<file path="config.mk">
export PLATFORM = sky130hd
export DESIGN_NAME = pc_redirect_ctrl
export DESIGN_NICKNAME = d
export VERILOG_FILES = /design/src/rtl/pc_redirect_ctrl.sv
export SDC_FILE = /design/constraint.sdc
export NUM_CORES = 1
export LEC_CHECK = 0
export CAP_MARGIN = 15
export CORE_MARGIN = 1.5
export CORE_UTILIZATION = 50
export CTS_CLUSTER_SIZE = 25
export DETAILED_ROUTE_END_ITERATION = 8
export GPL_ROUTABILITY_DRIVEN = 0
export HOLD_SLACK_MARGIN = 0.05
export PLACE_DENSITY = 0.93
export RECOVER_POWER = 100
export SETUP_SLACK_MARGIN = 0.3
export SYNTH_ARGS = -nofsm -noshare
export SYNTH_HDL_FRONTEND = slang
export SYNTH_SLANG_ARGS = --single-unit
</file>
<file path="constraint.sdc">
create_clock -name clk -period 3.7 [get_ports clk]
set_clock_uncertainty 0.1 [all_clocks]
set_input_delay 0.37 -clock clk [delete_from_list [all_inputs] [get_ports clk]]
set_output_delay 0.37 -clock clk [all_outputs]
set_load 0.02 [all_outputs]
</file>
<file path="src/rtl/pc_redirect_ctrl.sv">
// pc_redirect_ctrl: front-end control-flow unit. It owns the fetch PC,
// applies BEQ-taken / JLR redirects raised by the EX hazard unit, squashes
// the younger pipeline registers, and holds a redirect across a front-end
// stall. It also keeps a saturating count of redirects that were applied.
module pc_redirect_ctrl #(
    parameter int ADDR_W = 16,
    parameter logic [ADDR_W-1:0] RESET_PC = '0,
    parameter int CNT_W = 16
) (
    input  logic              clk,
    input  logic              rst_n,
    input  logic              stall,
    input  logic              redir_valid,
    input  logic [1:0]        redir_sel,
    input  logic [ADDR_W-1:0] jlr_target,
    input  logic [ADDR_W-1:0] beq_target,
    output logic [ADDR_W-1:0] pc,
    output logic              flush_if_id,
    output logic              flush_id_rr,
    output logic              flush_rr_ex,
    output logic              redir_busy,
    output logic [CNT_W-1:0]  redir_count
);

    typedef enum logic {
        IDLE    = 1'b0,
        PENDING = 1'b1
    } state_t;

    localparam logic [1:0] SEL_JLR = 2'b01;
    localparam logic [1:0] SEL_BEQ = 2'b10;

    state_t            state, state_next;
    logic [ADDR_W-1:0] pend_target, pend_next;
    logic [ADDR_W-1:0] pc_next;
    logic [ADDR_W-1:0] target;
    logic              accept;
    logic              count_en;

    // Register update for PC, state, held target and the redirect counter.
    // NOTE: sequential state uses non-blocking assignments so every register
    // samples the pre-edge values, independent of statement order.
    always_ff @(posedge clk or negedge rst_n) begin
        if (!rst_n) begin
            state       <= IDLE;
            pc          <= RESET_PC;
            pend_target <= '0;
            redir_count <= '0;
        end else begin
            state       <= state_next;
            pc          <= pc_next;
            pend_target <= pend_next;
            if (count_en && (redir_count != {CNT_W{1'b1}})) begin
                redir_count <= redir_count + CNT_W'(1);
            end
        end
    end

    // Next-state, next-PC and flush decode; flushes win over stall.
    // NOTE: every signal written here gets a default first, so no path can
    // leave one unassigned and infer a latch.
    always_comb begin
        state_next  = state;
        pc_next     = pc;
        pend_next   = pend_target;
        count_en    = 1'b0;
        flush_if_id = 1'b0;
        flush_id_rr = 1'b0;
        flush_rr_ex = 1'b0;
        redir_busy  = 1'b0;

        // Requests are only considered in IDLE; 00/11 encodings are no-ops.
        accept = (state == IDLE) && redir_valid &&
                 ((redir_sel == SEL_JLR) || (redir_sel == SEL_BEQ));
        target = (redir_sel == SEL_JLR) ? jlr_target : beq_target;

        unique case (state)
            IDLE: begin
                if (accept) begin
                    flush_if_id = 1'b1;
                    flush_id_rr = 1'b1;
                    flush_rr_ex = 1'b1;
                    if (stall) begin
                        // Frozen front end: park the target until the stall drops.
                        pend_next  = target;
                        state_next = PENDING;
                    end else begin
                        pc_next  = target;
                        count_en = 1'b1;
                    end
                end else if (!stall) begin
                    pc_next = pc + ADDR_W'(1);
                end
            end
            PENDING: begin
                // Wrong-path fetch keeps being squashed until the redirect lands.
                redir_busy  = 1'b1;
                flush_if_id = 1'b1;
                if (!stall) begin
                    pc_next    = pend_target;
                    count_en   = 1'b1;
                    state_next = IDLE;
                end
            end
            default: state_next = IDLE;
        endcase

        // No bubbles are injected while the unit is held in reset.
        if (!rst_n) begin
            flush_if_id = 1'b0;
            flush_id_rr = 1'b0;
            flush_rr_ex = 1'b0;
        end
    end

endmodule

</file>
[After elaboration in Yosys (flattened, before gate mapping)]
Cells that the tools add are included.
Word-level totals
  bits in registers: 49
  bits of input ports: 38
  output and inout bits: 36
  logic and storage cells: 36
Operators by class
  add/sub/neg operators: 2
  eq/ne operators: 5
  mux-type cells: 18
  bitwise operators: 1
  reduce and logical (&&, ||, !) cells: 6
Operators with widths (number)
  2-to-1 mux 16 bit: 5
  adder 16 x 1 -> 16 bit (second input constant): 2
  one-hot mux 16 bit (2 select lines): 1
  != test 16 bit (second input constant): 1
  2-to-1 mux 1 bit: 9
  one-hot mux 1 bit (2 select lines): 3
  != test 2 bit (second input constant): 2
  logical AND 1 bit: 3
  AND reduction 3 bit: 1
  == test 2 x 1 -> 1 bit (second input constant): 1
  == test 2 bit (second input constant): 1
  AND reduction 2 bit: 1
  logical OR 1 bit: 1
  NOT 1 bit: 1

[Logic depth before layout (Yosys ltp)]
  word-level depth: 6
  mapped depth: 9
  depth with buffers taken out: 7

[Worst setup path before layout]
Ideal clock, no wire load.
  path type: input -> output
  start: input port redir_sel[1]
  end: output port flush_if_id
  arrival time: 1.482 ns
  data required time: 3.230 ns
  slack: 1.748 ns
  cell stages on the path: 6
  path buffers: 1
  cell sequence: inv_1 ha_1 nand2b_1 nand2b_1 clkbuf_1 and2_1
Between the ends
  word-level cells in the longest chain between the ends: 6
  elaborated cells on any way between the ends: 7
  those cells by class: eq/ne (2); mux (3); reduce/logical (2)
RTL lines
  start, declared: line 14  | input logic [1:0] redir_sel,
  == test 2 x 1 -> 1 bit or == test 2 bit (tied branches): line 74  | ((redir_sel == SEL_JLR) || (redir_sel == SEL_BEQ));
  logical OR 1 bit *: line 74
  logical AND 1 bit *: line 73  | accept = (state == IDLE) && redir_valid &&
  2-to-1 mux 1 bit *: line 79  | if (accept) begin
  one-hot mux 1 bit (2 select lines) *: line 77  | unique case (state)
  2-to-1 mux 1 bit *: line 109  | if (!rst_n) begin
  end, declared: line 18  | output logic flush_if_id,
Mark *: on every way between the ends. The rest lies on a longest branch, timed or not.

[Worst setup path in the final report]
  start: input port redir_sel[1]
  end: register pend_target[14]
Between the ends
  word-level cells in the longest chain between the ends: 4
  elaborated cells on any way between the ends: 6
  those cells by class: eq/ne (2); mux (1); reduce/logical (3)
RTL lines
  == test 2 x 1 -> 1 bit or == test 2 bit (tied branches): line 74, 75
  logical OR 1 bit: line 74
  logical AND 1 bit: line 73
  AND reduction 3 bit (no source line)
  end signal, assigned: line 52  | pend_target <= pend_next;
  end, declared: line 34  | logic [ADDR_W-1:0] pend_target, pend_next;
Several ways; a longest one is shown, not always the timed one.
A chain may end at the register's enable or synchronous reset.

==> flow_summary_export.csv <==
group,metric,value,unit
clock_network,clockBufferDepth,2,
pwr,p_leak,1.49,nW
sta,worst_slack,710,ps
drt,first_pass_iters,4,
synth,synth_top_area_share,45.2,%
final_layout,design_area,3530,um^2
final_layout,regArea,1230,um^2
critical_path,crit_slowest_cell,"nor2_1",
sta,period_share,80.8,%
floorplan,coreArea,5170,um^2
floorplan,die_h,76.7,um
drt,wl_per_cell,15.5,um
clock_network,clkSlewWorstSetupHoldPaths,90,ps
global_routing,grt_use_total,23.6,%
final_layout,final_nets,392,
sta,min_period,2990,ps
global_routing,grt_max_degree,49,
synth,async_flop_share,100,%
global_routing,antenna_found_initial,0,
final_layout,drive_above_1_share,4.84,%
pwr,power.density,474,nW/um^2
synth,ys.flop_type,"dfrtp_1",
sta,drv_slew,0,
sta,tns,0,ps
final_layout,n_fill_cell,396,
sta,report.final.hold_viol_count,0,
clock_network,clock_latency,300,ps
critical_path,rrSetupSlack,840,ps
critical_path,critPathMaxFanout,16,
critical_path,timing.rr.end,"pend_target[14]",
global_routing,grt_pass1_vias,2357,
synth,syn_area,2710,um^2
pwr,ir_worst_vdd,0.383,mV
status,status,"finished clean",
critical_path,end_kind,"register",
floorplan,rows,26,
placed_design,placed_area,3460,um^2
critical_path,crit_required,3820,ps
synth,synthTopCellsByArea,"dfrtp_1, a21oi_1, mux2i_1",
clock_network,cts_max_level,2,
drt,ant_nets,0,
sta,rsz0062_at_grt,"no",
floorplan,dieArea,5880,um^2
placed_design,port_buffers,73,
floorplan,io_pins,74,
drt,routed_wl,6510,um
critical_path,cpMostUsedCell,"nor2_1",
hold_path,hp-class,"in2async",
final_layout,area_growth,30.2,%
final_layout,diodes,0,
sta,setup_violations,0,
drt,routed-via-count,2435,
synth,postSynthCellCount,283,
floorplan,die_w,76.7,um
synth,synth_top_area_cell,"dfrtp_1",
drt,drc_errors,0,
critical_path,arrival,3110,ps
clock_network,root_buffer,"clkbuf_8",
synth,seq_area_frac_synth,45.2,%
synth,synth_cell_types,45,
drt,drt_iter0_drc,251,
clock_network,cts_num_sinks,49,
global_routing,grt_pass1_wl,11200,um
critical_path,critPathLaunchType,"input pin",
floorplan,start_util,52.4,%
critical_path,reg2reg_from,"state",
critical_path,crit_path_cell_trace,"dlygate4sd3_1 -> inv_1 -> ha_1 -> or3b_1 -> nor2_1 -> buf_4 -> nor2_1 -> a21oi_1",
sta,tightest_slew,1170,ps
drt,viasPerCell,5.78,
global_routing,grt_overflow,0,
synth,ys_ff_latch,49,
placed_design,place_ws,876,ps
synth,syn_avg_cell_area,9.59,um^2
sta,max-slew-margin-rel,22.2,%
critical_path,path_class,"in2reg",
final_layout,final_cell_mix,"dfrtp_1, dlygate4sd3_1, nor2_1",
synth,syn_nets,324,
clock_network,cts-buffers-inserted,5,
clock_network,cts_tree,"yes",
sta,max_freq,0.334,GHz
final_layout,multi_input_area,1350,um^2
placed_design,hpwl,4780,um
synth,yosysWarningCount,0,
critical_path,ff2ff_path_depth,5,
job,drv_cap,0,
final_layout,final_common_cell,"dfrtp_1",
critical_path,crit_start,"redir_sel[1]",
synth,synth-edff-count,0,
critical_path,slowest_delay,770,ps
-- kinds of logic (layout without fill, tap and decap cells) --
family                   Yosys count  count (layout)  synth area share (%)
AND/OR/NAND/NOR                   88              88                  17.3
AO/OA/AOI/OAI                     86              86                  19.3
flip-flops                        49              49                  45.2
buffers and inverters             23              91                  4.57
multiplexers                      19              19                  7.38
XOR/XNOR                          15              15                  4.84
adder cells (fa/ha/maj)            3               3                  1.38
-- state kept, by name, summed over array words and instances, names as in the netlist --
name / count
redir_count: 16
state: 1
pend_target: 16
pc: 16
-- synthesized netlist by cell type, types with 2 or more instances --
cell type,n
nand2b_1,2
a31oi_1,6
buf_6,2
a21oi_1,30
inv_1,5
buf_4,4
o21ai_0,21
xor2_1,4
nor2b_1,3
buf_2,6
a211oi_1,9
nand3_1,8
mux2i_1,14
nand4_1,6
xnor2_1,11
and4_1,3
and3_1,4
o22a_1,2
clkbuf_1,5
a2bb2oi_1,4
nor2_1,36
a21o_1,2
o21ai_1,2
nor3_1,3
o211ai_1,2
mux2_2,4
nand2_1,13
and4_4,2
and2_1,3
ha_1,3
dfrtp_1,49
o21a_1,2
-- area by class of cell --
cell class	instances	share of cell area, %
multi-input combinational	211	38.2
clock buffer	7	2.45
tap	70	2.48
inverter	5	0.532
sequential	49	34.7
timing repair buffer	79	21.6
-- per-stage QoR --
stage	util (%)	cells	hold slack, ps	power, mW
CTS	68.8	421	297	1.71
global placement	66.9	413	88.9	1.37
global route	68.3	421	357	1.77
finish	68.3	421	351	1.67
detailed placement	66.9	413	90.0	1.40
floorplan	-	283	-25.6	1.12
-- power by group --
part           leakage [nW]  total [mW]  switching, mW  internal, mW
Clock                0.0443       0.316          0.168         0.149
Combinational         0.853       0.563          0.288         0.275
Sequential            0.594       0.793          0.135         0.658
Total                  1.49        1.67          0.591          1.08
-- what timing repair did --
action | 4_1_cts | 5_1_grt
gates resized for setup | 0 | 0
endpoints found under the hold margin | 1 | 0
buffers inserted | 0 | 0
hold buffers | 1 | 0
-- per-layer routing --
layer	wire [um]	GRT usage, %
met5	0	0
met4	87	8.89
met3	493	4.17
met2	3160	38.5
met1	2770	31.5
-- critical path, delay by kind of cell --
kind | cells | cell delay, ps
buffers and inverters | 3 | 900
AOI/OAI and AO/OA | 1 | 120
adders and majority gates | 1 | 310
and+or+nand+nor | 3 | 1390
-- how the worst max path moves through the flow --
| stage | end | slack, ps | cells after the start |
|---|---|---|---|
| 2_1_floorplan | flush_if_id | 1750 | 6 |
| 3_3_place_gp | flush_rr_ex | 920 | 7 |
| 3_5_place_dp | pend_target[14] | 880 | 8 |
| 4_1_cts | flush_id_rr | 880 | 7 |
| 5_1_grt | pend_target[14] | 480 | 8 |
| 6_report | pend_target[14] | 710 | 8 |
Note: power is estimated with default switching activity, not from simulation.
